==> src/rtl/load_store_unit.sv <==
// MEM-stage load/store initiator: turns one load/store into a single word-aligned
// bus transaction, extends returned load data, and stalls the pipeline until done.
module load_store_unit #(
   parameter int XLEN           = 32,
   parameter int ALEN           = 32,
   parameter int TIMEOUT_CYCLES = 256
) (
   input  logic            clk,
   input  logic            rst,
   input  logic            req_valid,
   input  logic            mem_read,
   input  logic            mem_write,
   input  logic [2:0]      funct3,
   input  logic [ALEN-1:0] addr,
   input  logic [XLEN-1:0] wdata,
   output logic            stall,
   output logic [XLEN-1:0] rdata,
   output logic            done,
   output logic            fault,
   output logic [1:0]      fault_cause,
   output logic            bus_req,
   output logic            bus_we,
   output logic [ALEN-1:0] bus_addr,
   output logic [3:0]      bus_be,
   output logic [31:0]     bus_wdata,
   input  logic            bus_gnt,
   input  logic            bus_rvalid,
   input  logic [31:0]     bus_rdata
);

   // state | meaning
   // IDLE  | decode/check incoming access, reject faults in the same cycle
   // REQ   | bus_req high with latched fields, waiting for bus_gnt
   // WAIT  | load granted, waiting for bus_rvalid
   // DONE  | one-cycle completion (done) or timeout (fault, cause 11)
   typedef enum logic [1:0] {
      S_IDLE = 2'd0,
      S_REQ  = 2'd1,
      S_WAIT = 2'd2,
      S_DONE = 2'd3
   } state_t;

   localparam int CW = $clog2(TIMEOUT_CYCLES);
   localparam logic [CW-1:0] CNT_LAST = CW'(TIMEOUT_CYCLES - 1);

   localparam logic [1:0] CAUSE_MISALIGN = 2'b01;
   localparam logic [1:0] CAUSE_ILLEGAL  = 2'b10;
   localparam logic [1:0] CAUSE_TIMEOUT  = 2'b11;

   state_t          state_q, state_d;
   logic [CW-1:0]   cnt_q, cnt_d;
   logic            we_q, we_d;
   logic [2:0]      f3_q, f3_d;
   logic [1:0]      off_q, off_d;
   logic [ALEN-1:0] addr_q, addr_d;
   logic [3:0]      be_q, be_d;
   logic [31:0]     wdata_q, wdata_d;
   logic [XLEN-1:0] rdata_q, rdata_d;
   logic            timeout_q, timeout_d;

   logic            access;
   logic            illegal;
   logic            misaligned;
   logic [3:0]      be_new;
   logic [31:0]     wdata_new;
   logic [7:0]      byte_sel;
   logic [15:0]     half_sel;
   logic [XLEN-1:0] load_ext;
   logic            cnt_expired;

   assign access = req_valid & (mem_read | mem_write);

   always_comb begin
      illegal = 1'b0;
      if (mem_read & mem_write)
         illegal = 1'b1;
      else if (mem_write && (funct3 != 3'b000) && (funct3 != 3'b001) && (funct3 != 3'b010))
         illegal = 1'b1;
      else if (mem_read && ((funct3 == 3'b011) || (funct3 == 3'b110) || (funct3 == 3'b111)))
         illegal = 1'b1;
   end

   always_comb begin
      misaligned = 1'b0;
      if ((funct3[1:0] == 2'b01) && addr[0])
         misaligned = 1'b1;
      else if ((funct3[1:0] == 2'b10) && (addr[1:0] != 2'b00))
         misaligned = 1'b1;
   end

   always_comb begin
      be_new    = 4'b1111;
      wdata_new = wdata[31:0];
      case (funct3[1:0])
         2'b00: begin
            be_new    = 4'b0001 << addr[1:0];
            wdata_new = {4{wdata[7:0]}};
         end
         2'b01: begin
            be_new    = 4'b0011 << addr[1:0];
            wdata_new = {2{wdata[15:0]}};
         end
         default: begin
            be_new    = 4'b1111;
            wdata_new = wdata[31:0];
         end
      endcase
   end

   // Lane extraction uses the offset latched at accept time, not the live address.
   assign byte_sel = 8'(bus_rdata >> {off_q, 3'b000});
   assign half_sel = off_q[1] ? bus_rdata[31:16] : bus_rdata[15:0];

   always_comb begin
      case (f3_q)
         3'b000:  load_ext = XLEN'($signed(byte_sel));
         3'b100:  load_ext = XLEN'(byte_sel);
         3'b001:  load_ext = XLEN'($signed(half_sel));
         3'b101:  load_ext = XLEN'(half_sel);
         default: load_ext = XLEN'($signed(bus_rdata));
      endcase
   end

   assign cnt_expired = (cnt_q == CNT_LAST);

   always_comb begin
      state_d     = state_q;
      cnt_d       = cnt_q;
      we_d        = we_q;
      f3_d        = f3_q;
      off_d       = off_q;
      addr_d      = addr_q;
      be_d        = be_q;
      wdata_d     = wdata_q;
      rdata_d     = rdata_q;
      timeout_d   = timeout_q;
      stall       = 1'b0;
      done        = 1'b0;
      fault       = 1'b0;
      fault_cause = 2'b00;
      bus_req     = 1'b0;

      case (state_q)
         S_IDLE: begin
            if (access) begin
               if (illegal) begin
                  fault       = 1'b1;
                  fault_cause = CAUSE_ILLEGAL;
               end else if (misaligned) begin
                  fault       = 1'b1;
                  fault_cause = CAUSE_MISALIGN;
               end else begin
                  stall     = 1'b1;
                  we_d      = mem_write;
                  f3_d      = funct3;
                  off_d     = addr[1:0];
                  addr_d    = {addr[ALEN-1:2], 2'b00};
                  be_d      = be_new;
                  wdata_d   = wdata_new;
                  cnt_d     = '0;
                  timeout_d = 1'b0;
                  state_d   = S_REQ;
               end
            end
         end

         S_REQ: begin
            bus_req = 1'b1;
            stall   = 1'b1;
            cnt_d   = cnt_q + CW'(1);
            if (bus_gnt) begin
               state_d = we_q ? S_DONE : S_WAIT;
            end else if (cnt_expired) begin
               timeout_d = 1'b1;
               state_d   = S_DONE;
            end
         end

         S_WAIT: begin
            stall = 1'b1;
            cnt_d = cnt_q + CW'(1);
            if (bus_rvalid) begin
               rdata_d = load_ext;
               state_d = S_DONE;
            end else if (cnt_expired) begin
               timeout_d = 1'b1;
               state_d   = S_DONE;
            end
         end

         S_DONE: begin
            done        = ~timeout_q;
            fault       = timeout_q;
            fault_cause = timeout_q ? CAUSE_TIMEOUT : 2'b00;
            timeout_d   = 1'b0;
            state_d     = S_IDLE;
         end

         default: state_d = S_IDLE;
      endcase
   end

   // Stores and timeouts report zero in DONE; otherwise the last load result is held.
   assign rdata     = ((state_q == S_DONE) && (we_q || timeout_q)) ? '0 : rdata_q;
   assign bus_we    = bus_req & we_q;
   assign bus_addr  = bus_req ? addr_q : '0;
   assign bus_be    = bus_req ? be_q : 4'b0000;
   assign bus_wdata = bus_req ? wdata_q : 32'h0;

   always_ff @(posedge clk) begin
      if (rst) begin
         state_q   <= S_IDLE;
         cnt_q     <= '0;
         we_q      <= 1'b0;
         f3_q      <= 3'b000;
         off_q     <= 2'b00;
         addr_q    <= '0;
         be_q      <= 4'b0000;
         wdata_q   <= 32'h0;
         rdata_q   <= '0;
         timeout_q <= 1'b0;
      end else begin
         state_q   <= state_d;
         cnt_q     <= cnt_d;
         we_q      <= we_d;
         f3_q      <= f3_d;
         off_q     <= off_d;
         addr_q    <= addr_d;
         be_q      <= be_d;
         wdata_q   <= wdata_d;
         rdata_q   <= rdata_d;
         timeout_q <= timeout_d;
      end
   end

endmodule

==> config.mk <==
export PLATFORM = sky130hd
export DESIGN_NAME = load_store_unit
export DESIGN_NICKNAME = d
export VERILOG_FILES = /design/src/rtl/load_store_unit.sv
export SDC_FILE = /design/constraint.sdc
export NUM_CORES = 1
export LEC_CHECK = 0
export BUFFER_PORTS_ARGS = -buffer_cell sky130_fd_sc_hd__buf_2
export CAP_MARGIN = 10
export CORE_MARGIN = 5
export CORE_UTILIZATION = 54
export CTS_CLUSTER_DIAMETER = 200
export DETAILED_ROUTE_END_ITERATION = 12
export GPL_TIMING_DRIVEN = 0
export PLACE_DENSITY = 0.92
export SYNTH_ARGS = -nofsm -noshare
export SYNTH_HDL_FRONTEND = slang
export SYNTH_SLANG_ARGS = --single-unit
==> constraint.sdc <==
create_clock -name clk -period 4.65 [get_ports clk]
set_input_delay 0.93 -clock clk [delete_from_list [all_inputs] [get_ports clk]]
set_output_delay 0.93 -clock clk [all_outputs]
set_load 0.05 [all_outputs]
==> results of run 1 <==
## logic make-up after synthesis
group                      synth area share [%]
AOI/OAI and AO/OA                          21.2
adders and majority gates                  1.50
buffers and inverters                      4.90
DFF                                        39.3
muxes                                      4.96
other                                    0.0641
and+or+nand+nor                            28.1
## worst max-delay path: cells and delay by family (launching register included)
| family | cells | cell delay [ps] |
|---|---|---|
| flip-flops | 1 | 360 |
| buffers and inverters | 3 | 800 |
| AND/OR/NAND/NOR | 1 | 300 |
| adder cells (fa/ha/maj) | 1 | 230 |
| AO/OA/AOI/OAI | 3 | 810 |
## final cells by class
type / count / area [sq um] / area share (%)
clock buffer: 17 / 414 / 5.43
sequential: 115 / 2300 / 30.2
inverter: 9 / 33.8 / 0.443
tap: 140 / 175 / 2.30
multi-input combinational: 563 / 3270 / 42.8
clock inverter: 14 / 141 / 1.85
buffer: 62 / 253 / 3.31
timing repair buffer: 208 / 1040 / 13.7
## flip-flops by register name, summed over array words and instances, names as in the netlist
name       count
addr_q        30
be_q           4
cnt_q          8
f3_q           3
off_q          2
rdata_q       32
state_q        2
timeout_q      1
wdata_q       32
we_q           1
## stage by stage
step                cell area (sq um)  utilization (%)  hold slack (ps)  instances  worst slack (ps)
CTS                              7630             71.0              448       1128               737
global placement                 7070             65.8              435       1097               900
global route                     7630             71.0              459       1128               540
finish                           7630             71.0              448       1128               690
detailed placement               7070             65.8              440       1097               881
floorplan                        5850                -              427        749               914
## routing by layer
metal	global-route usage, %	routed length (microns)	vias up
met5	0	0	-
met4	13.1	617	0
met3	8.30	2170	57
met2	48.5	9210	390
met1	35.5	7360	2931
li1	-	-	3029
## power by group through the flow
stage | clock, mW | sequential (mW) | combinational [mW]
floorplan | 0 | 1.06 | 0.357
global placement | 0 | 1.07 | 0.516
detailed placement | 0 | 1.07 | 0.527
CTS | 1.23 | 1.05 | 0.530
global route | 1.29 | 1.06 | 0.581
finish | 1.24 | 1.05 | 0.538
## how the worst min path moves through the flow
| stage | from | to | slack, ps | depth (start not counted) |
|---|---|---|---|---|
| final | addr_q[29] | addr_q[29] | 450 | 2 |
| after global routing | rdata_q[0] | rdata_q[0] | 460 | 2 |
| after CTS | rdata_q[0] | rdata_q[0] | 450 | 2 |
| after detailed placement | rdata_q[0] | rdata_q[0] | 440 | 2 |
| after global placement | rdata_q[0] | rdata_q[0] | 430 | 2 |
| after floorplan | rdata_q[0] | rdata_q[0] | 430 | 2 |
## Yosys cell counts, types with 3 or more instances
library cell,n
and2_1,100
inv_1,8
nor2b_1,4
mux2i_1,20
o31ai_1,4
a21o_1,3
nor3_1,9
buf_2,7
a211oi_1,34
clkbuf_1,50
a21oi_1,68
buf_4,3
o221ai_1,7
mux2_2,6
o21ai_0,20
dfxtp_1,115
a311oi_1,11
ha_1,7
nand2_1,153
nor2_1,54
o211ai_1,9
nand3b_1,9
o32a_1,5
nor4_1,3
==> results.yml, run 1 <==
sta:
  worst_pin_slew_ps: 763
  final.setup.tns_ps: 0
  fin_skew_ps: 7.32
  final.period_utilization_pct: 85.2
  finalMaxSlewViolations: 0
  period_minus_slack_ps: 3960
  relSlewSlack_pct: 48.6
  fmax_mhz: 253
  finalSetupViolCount: 0
  hold_viol_final: 0
  rsz0062_at_grt: "no"
power_and_ir_drop:
  power_frac_seq_pct: 37.2
  powerDensity_nw_per_um2: 371
  p_leak_nw: 3.28
  switching_share_pct: 31.3
  pwr-share-clk_pct: 43.8
  total_power_mw: 2.83
  p_int_mw: 1.94
  switchingPower_mw: 0.884
  ir_drop_uv: 284
  comb_power_share_pct: 19.0
grt:
  grt_antenna_before_repair: 0
  track_usage_pct: 29.3
  grt_pass1_vias: 6230
  grt_pass1_wl_mm: 30.6
  grt_max_degree: 17
  grt-ovfl-total: 0
clocking:
  cts_buffers: 17
  cts_tree: "built"
  cts_resized: 0
  clk_pin_slew_worst_paths_ps: 60
  cts.hold.buffers_added: 0
  cts_sinks: 115
  cts.path.max_buffers: 2
  postCtsSetupBuffers: 0
  clk_latency_ps: 520
  root_buffer: "clkbuf_8"
  cts.htree.levels: 4
logic_synthesis:
  ys_types: 56
  synth_ff_type: "dfxtp_1"
  syn_inst: 748
  synth_top_area_share_pct: 39.3
  ys_ff_latch: 115
  yosysTopAreaCell: "dfxtp_1"
  synth.area.top_cells: "dfxtp_1 39%, and2_1 11%, nand2_1 9.8%, a21oi_1 5.8%, a211oi_1 4.4%"
  async_flop_share_pct: 0
  synth-edff-count: 0
  ys_warn_count: 0
  syn_area_sq_um: 5850
  seq_area_frac_synth_pct: 39.3
  avgSynthCellArea_sq_um: 7.82
layout:
  drive_gt1_share_pct: 26.4
  mostFrequentLayoutCells: "215 x buf_2, 153 x nand2_1, 115 x dfxtp_1"
  fill_cells: 888
  layout.nets: 1089
  diodes: 0
  mostFrequentLayoutCell: "buf_2"
  synthToLayoutAreaGrowth_pct: 30.3
run_status:
  outcome: "finished clean"
worst_hold_path:
  min_path_type: "register to register"
detailed_routing:
  vias_per_cell: 5.68
  routed_wl_mm: 19.4
  num_vias: 6407
  dr.pass1.iters: 5
  ant_nets: 0
  drt_iter0_drc: 620
  drc_errors: 0
  post_drt_wl_per_cell_microns: 17.2
die:
  dieWidth_microns: 114
  ios: 213
  die_y_microns: 114
  start_util_pct: 54.4
  core.rowCount: 38
  coreArea_sq_um: 10700
  dieArea_sq_um: 13000
critical_path:
  start_kind: "register"
  crit_arrival_ps: 3030
  critPathMaxStageDelay_ps: 360
  reg2reg_from: "state_q[1]"
  rrSetupSlack_ps: 2200
  crit_path_end: "stall"
  cp-startpoint: "state_q[1]"
  r2r_cells: 7
  cp-end-kind: "output port"
  cpMaxStageDelayCell: "dfxtp_1"
  cp.required_ps: 3720
  r2r-end: "cnt_q[5]"
  criticalPathCategory: "register to output port"
  cp_cell_sequence: "inv_1, ha_1, o211ai_2, a211oi_2, nand2_1, clkbuf_1, a21oi_1, buf_2"
  cp_max_fo: 10
place:
  dp_hpwl_mm: 14.4
  io_buffers: 208
  place_congestion: 0.891
run:
  cap_violations: 0
Note: power is estimated with default switching activity, not from simulation.
==> run 2, diff against run 1 <==
--- a/config.mk
+++ b/config.mk
@@ -8,11 +8,12 @@
 export BUFFER_PORTS_ARGS = -buffer_cell sky130_fd_sc_hd__buf_2
 export CAP_MARGIN = 10
 export CORE_MARGIN = 5
-export CORE_UTILIZATION = 54
+export CORE_UTILIZATION = 30
 export CTS_CLUSTER_DIAMETER = 200
 export DETAILED_ROUTE_END_ITERATION = 12
 export GPL_TIMING_DRIVEN = 0
-export PLACE_DENSITY = 0.92
+export PLACE_DENSITY = 0.59
 export SYNTH_ARGS = -nofsm -noshare
 export SYNTH_HDL_FRONTEND = slang
 export SYNTH_SLANG_ARGS = --single-unit
+export TNS_END_PERCENT = 20
==> results.yml, run 2 (synthesized netlist as in run 1, its figures left out) <==
critical_path:
  cp.required_ps: 3720
  criticalPathCategory: "register to output port"
  cp-end-kind: "output port"
  crit_arrival_ps: 2910
  rrSetupSlack_ps: 2220
  cp_cell_sequence: "inv_1, ha_1, o211ai_2, a211oi_2, nand2_1, clkbuf_1, a21oi_1, buf_2"
  critPathMaxStageDelay_ps: 400
  cpMaxStageDelayCell: "clkbuf_1"
  start_kind: "register"
  cp_max_fo: 10
clocking:
  cts.hold.buffers_added: 0
  clk_latency_ps: 410
  cts.htree.levels: 4
  cts_resized: 0
  clk_pin_slew_worst_paths_ps: 50
  cts.path.max_buffers: 2
  cts_tree: "built"
  root_buffer: "clkbuf_16"
  cts_sinks: 115
  postCtsSetupBuffers: 0
  cts_buffers: 17
die:
  dieArea_sq_um: 22400
  dieWidth_microns: 150
  coreArea_sq_um: 19300
  core.rowCount: 51
  start_util_pct: 30.3
  ios: 213
  die_y_microns: 150
layout:
  synthToLayoutAreaGrowth_pct: 34.7
  drive_gt1_share_pct: 26.2
  layout.nets: 1089
  top_regs: "rdata_q x32, wdata_q x32, addr_q x30"
  mostFrequentLayoutCell: "buf_2"
  mostFrequentLayoutCells: "215 x buf_2, 153 x nand2_1, 115 x dfxtp_1"
  final_util_pct: 40.8
worst_hold_path:
  min_path_type: "register to register"
detailed_routing:
  dr.pass1.iters: 5
  post_drt_wl_per_cell_microns: 16.8
  routed_wl_mm: 21.1
  vias_per_cell: 4.90
  drt_iter0_drc: 403
  num_vias: 6144
  drc_errors: 0
  ant_nets: 0
sta:
  fin_skew_ps: 7.77
  period_minus_slack_ps: 3840
  finalSetupViolCount: 0
  finalMaxSlewViolations: 0
  relSlewSlack_pct: 46.1
  final.period_utilization_pct: 82.7
  worst_pin_slew_ps: 802
  fmax_mhz: 260
  rsz0062_at_grt: "no"
  final.setup.tns_ps: 0
  hold_viol_final: 0
grt:
  grt_pass1_wl_mm: 32.2
  grt-ovfl-total: 0
  grt_pass1_vias: 5864
  grt_max_degree: 17
  grt_antenna_before_repair: 2
  track_usage_pct: 18.4
power_and_ir_drop:
  total_power_mw: 3.06
  powerDensity_nw_per_um2: 388
  ir_drop_uv: 241
  p_leak_nw: 3.33
place:
  place_congestion: 0.857
  io_buffers: 208
  dp_hpwl_mm: 16.1
run_status:
  outcome: "finished clean"
run:
  cap_violations: 0
-- run 2: changes by cell type in the layout (fill, tap and decap cells not counted), sizes merged --
| cell | before | now |
|---|---|---|
| clkbuf | 67 | 73 |
| clkinvlp | 4 | 2 |
| clkinv | 9 | 3 |
| bufinv | 2 | 5 |
| diode | 0 | 1 |
-- run 2: layout make-up --
cell class	instances	area, sq um
Clock buffer	23	478
Clock inverter	9	175
Fill cell	2047	11500
Tap cell	265	332
Buffer	62	253
Timing Repair Buffer	208	1040
Multi-Input combinational cell	563	3270
Sequential cell	115	2300
Antenna cell	1	2.50
Inverter	9	33.8
-- run 2: final timing paths --
kind | startpoint | end | cells after the start
setup / recovery | state_q[1] | stall | 8
hold / removal | rdata_q[0] | rdata_q[0] | 2
setup reg to reg | state_q[1] | cnt_q[5] | 7
hold reg to reg | rdata_q[0] | rdata_q[0] | 2
-- run 2: where the power goes --
group          switching, mW  internal, mW  leakage [nW]  total, mW
Combinational          0.383         0.160          2.08      0.543
Clock                  0.475         0.992         0.313       1.47
Sequential            0.0225          1.03         0.931       1.05
Total                  0.880          2.18          3.33       3.06
-- run 2: stage by stage --
stage / hold WS [ps] / worst slack [ps] / cells / instance area, sq um
2_1_floorplan: 427 / 914 / 749 / 5850
3_3_place_gp: 436 / 841 / 1222 / 7230
3_5_place_dp: 442 / 818 / 1222 / 7230
4_1_cts: 448 / 776 / 1254 / 7880
5_1_grt: 466 / 517 / 1255 / 7880
6_report: 444 / 805 / 1255 / 7880
-- run 2: routing by layer --
metal / vias to the layer above / routed length (microns) / GRT usage [%]
met5: - / 11 / 0
met4: 2 / 400 / 5.76
met3: 29 / 1720 / 5.51
met2: 218 / 9800 / 29.8
met1: 2860 / 9130 / 23.7
li1: 3035 / - / -
-- run 2: worst max-delay path, delay by kind of cell, from the launching register on --
kind / cells / cell delay [ps]
buffers and inverters: 3 / 830
AOI/OAI and AO/OA: 3 / 770
and+or+nand+nor: 1 / 310
DFF: 1 / 360
adders and majority gates: 1 / 230
==> run 3, diff against run 2 <==
--- a/config.mk
+++ b/config.mk
@@ -5,6 +5,7 @@
 export SDC_FILE = /design/constraint.sdc
 export NUM_CORES = 1
 export LEC_CHECK = 0
+export ABC_AREA = 1
 export BUFFER_PORTS_ARGS = -buffer_cell sky130_fd_sc_hd__buf_2
 export CAP_MARGIN = 10
 export CORE_MARGIN = 5
@@ -12,7 +13,7 @@
 export CTS_CLUSTER_DIAMETER = 200
 export DETAILED_ROUTE_END_ITERATION = 12
 export GPL_TIMING_DRIVEN = 0
-export PLACE_DENSITY = 0.59
+export PLACE_DENSITY = 0.58
 export SYNTH_ARGS = -nofsm -noshare
 export SYNTH_HDL_FRONTEND = slang
 export SYNTH_SLANG_ARGS = --single-unit
==> constraint.sdc (replaced) <==
create_clock -name clk -period 3.8 [get_ports clk]
set_input_delay 0.76 -clock clk [delete_from_list [all_inputs] [get_ports clk]]
set_output_delay 0.76 -clock clk [all_outputs]
set_load 0.05 [all_outputs]
==> results.yml, run 3 <==
run_status:
  outcome: "finished clean"
power_and_ir_drop:
  power_frac_seq_pct: 34.3
  powerDensity_nw_per_um2: 437
  switchingPower_mw: 1.07
  switching_share_pct: 28.8
  p_int_mw: 2.64
  comb_power_share_pct: 17.1
  p_leak_nw: 4.47
  pwr-share-clk_pct: 48.7
  ir_drop_uv: 362
layout:
  diodes: 0
  layout.nets: 1378
  fill_cells: 2327
  top_regs: "rdata_q x32, wdata_q x32, addr_q x30"
  seqCellArea_sq_um: 2300
  drive_gt1_share_pct: 21.2
  final_util_pct: 40.4
  multi_input_area_sq_um: 3130
  mostFrequentLayoutCell: "nand2_1"
  mostFrequentLayoutCells: "267 x nand2_1, 216 x buf_2, 175 x inv_1"
  synthToLayoutAreaGrowth_pct: 32.1
detailed_routing:
  ant_nets: 0
  num_vias: 7328
  post_drt_wl_per_cell_microns: 15.4
  routed_wl_mm: 23.9
  drt_iter0_drc: 481
  drc_errors: 0
  vias_per_cell: 4.72
  dr.pass1.iters: 5
die:
  coreArea_sq_um: 21000
  dieWidth_microns: 156
  die_y_microns: 156
  dieArea_sq_um: 24400
  core.rowCount: 53
  start_util_pct: 30.6
  ios: 213
worst_hold_path:
  min_from: "be_q[0]"
  min_path_type: "register to register"
  holdPathStages: 2
  min_to: "be_q[0]"
clocking:
  cts_sinks: 115
  cts_tree: "built"
  clk_pin_slew_worst_paths_ps: 60
  cts_resized: 0
  cts_buffers: 17
  cts.path.max_buffers: 2
  postCtsSetupBuffers: 0
  clk_latency_ps: 420
  cts.htree.levels: 4
  root_buffer: "clkbuf_16"
  cts.hold.buffers_added: 0
logic_synthesis:
  ys_warn_count: 0
  yosys.cell_count.top_type: "nand2_1"
  synth_top_area_share_pct: 35.8
  synth_compound_area_share_pct: 18.5
  syn_inst: 1036
  ys_types: 30
  async_flop_share_pct: 0
  syn_area_sq_um: 6420
  synth_commonest_cells: "267 x nand2_1, 175 x inv_1, 132 x a21oi_1, 115 x dfxtp_1, 101 x nand3_1"
  synth_top_family_by_area: "simple AND/OR/NAND/NOR gates"
  synth_ff_type: "dfxtp_1"
  synthSimpleGateAreaFrac_pct: 28.3
  yosysTopAreaCell: "dfxtp_1"
  avgSynthCellArea_sq_um: 6.20
  synth_mux_area_share_pct: 0
  synth_fa_ha_area_share_pct: 1.36
  seq_area_frac_synth_pct: 35.8
  ys_ff_latch: 115
  synth.area.top_cells: "dfxtp_1 36%, nand2_1 16%, a21oi_1 10%, inv_1 10%, nand3_1 7.9%"
  synth_xor_area_share_pct: 0.409
  synth-edff-count: 0
critical_path:
  crit_arrival_ps: 2790
  cp.required_ps: 3040
  criticalPathCategory: "register to output port"
  start_kind: "register"
  critPathMaxStageDelay_ps: 500
  cp_max_fo: 10
  rrSetupSlack_ps: 1580
  crit_buf_inv: 4
  r2r_cells: 7
  critPathTopFamily: "buffers and inverters"
  r2r-end: "wdata_q[22]"
  cp-end-kind: "output port"
  path_common_cell: "inv_1"
  cpMaxStageDelayCell: "clkbuf_1"
  reg2reg_from: "state_q[0]"
  cp_cell_sequence: "inv_1, ha_1, inv_1, nor2_2, clkbuf_1, nand2_1, a31oi_1, buf_2"
place:
  dp_hpwl_mm: 18.4
  io_buffers: 209
  place_congestion: 0.886
grt:
  grt_pass1_vias: 6905
  track_usage_pct: 18.9
  grt_max_degree: 17
  grt_pass1_wl_mm: 36.4
  grt-ovfl-total: 0
  grt_antenna_before_repair: 2
sta:
  fin_skew_ps: 11.5
  relSlewSlack_pct: 53.3
  rsz0062_at_grt: "no"
  fmax_mhz: 282
  finalMaxSlewViolations: 0
  finalSetupViolCount: 0
  final.period_utilization_pct: 93.3
  worst_pin_slew_ps: 700
  hold_viol_final: 0
  final.setup.tns_ps: 0
  period_minus_slack_ps: 3550
run:
  cap_violations: 0
-- run 3: cell count changes in the layout (fill, tap and decap cells not counted), moves of 7 or more --
cell,previous run,this run
a211oi_1,34,0
a21oi_1,68,132
a311oi_1,11,0
and2_1,100,0
clkbuf_1,53,42
inv_1,8,175
mux2i_1,20,0
nand2_1,153,267
nand3_1,2,101
nand3b_1,9,0
o211ai_1,9,20
o21ai_0,20,62
o221ai_1,7,0
-- run 3: cells by family after synthesis --
family                   count (synthesis)
AND/OR/NAND/NOR                        441
buffers and inverters                  245
AO/OA/AOI/OAI                          224
flip-flops                             115
adder cells (fa/ha/maj)                  7
XOR/XNOR                                 3
other                                    1
-- run 3: worst reg2reg max path: cells and delay by family, from the launching register on --
kind	cells	cell delay (ps)
AO/OA/AOI/OAI	1	170
AND/OR/NAND/NOR	2	610
adder cells (fa/ha/maj)	1	260
buffers and inverters	3	770
flip-flops	1	340
-- run 3: how the worst max path moves through the flow --
stage	cells past startpoint	from	endpoint	slack, ps
floorplan	5	mem_write	fault	710
global placement	7	mem_write	fault	460
detailed placement	7	mem_write	fault	480
CTS	8	state_q[1]	bus_wdata[15]	70
global route	8	state_q[0]	fault	80
finish	8	state_q[0]	fault	250
-- run 3: layout make-up --
cell class                      instances  share of cell area, %
Multi-Input combinational cell        677                   36.9
Sequential cell                       115                   27.1
Timing Repair Buffer                  209                   12.3
Inverter                              177                   7.83
Clock buffer                           24                   6.15
Tap cell                              275                   4.06
Buffer                                 68                   3.95
Clock inverter                          7                   1.68
-- run 3: through the flow --
step | std cells | cell area (sq um) | setup WS, ps | hold slack (ps) | power [mW]
2_1_floorplan | 1037 | 6430 | 706 | 439 | 1.70
3_3_place_gp | 1521 | 7820 | 464 | 448 | 1.93
3_5_place_dp | 1521 | 7820 | 477 | 451 | 1.93
4_1_cts | 1552 | 8480 | 72.6 | 462 | 3.73
5_1_grt | 1552 | 8480 | 76.7 | 474 | 3.84
6_report | 1552 | 8480 | 254 | 459 | 3.71
-- run 3: metal layers --
metal  up-vias  track usage [%]  part of all wire, %
li1       3714                -                    -
met1      3278             25.1                   44
met2       290             30.2                   46
met3        42             4.51                  8.1
met4         4             6.78                  2.1
met5         -                0                0.059
-- run 3: power by group through the flow --
stage                     Combinational, mW  Sequential (mW)  Clock [mW]
after floorplan                       0.407             1.29           0
after global placement                0.631             1.29           0
after detailed placement              0.631             1.30           0
after CTS                             0.634             1.27        1.83
after global routing                  0.695             1.28        1.87
final                                 0.633             1.27        1.80
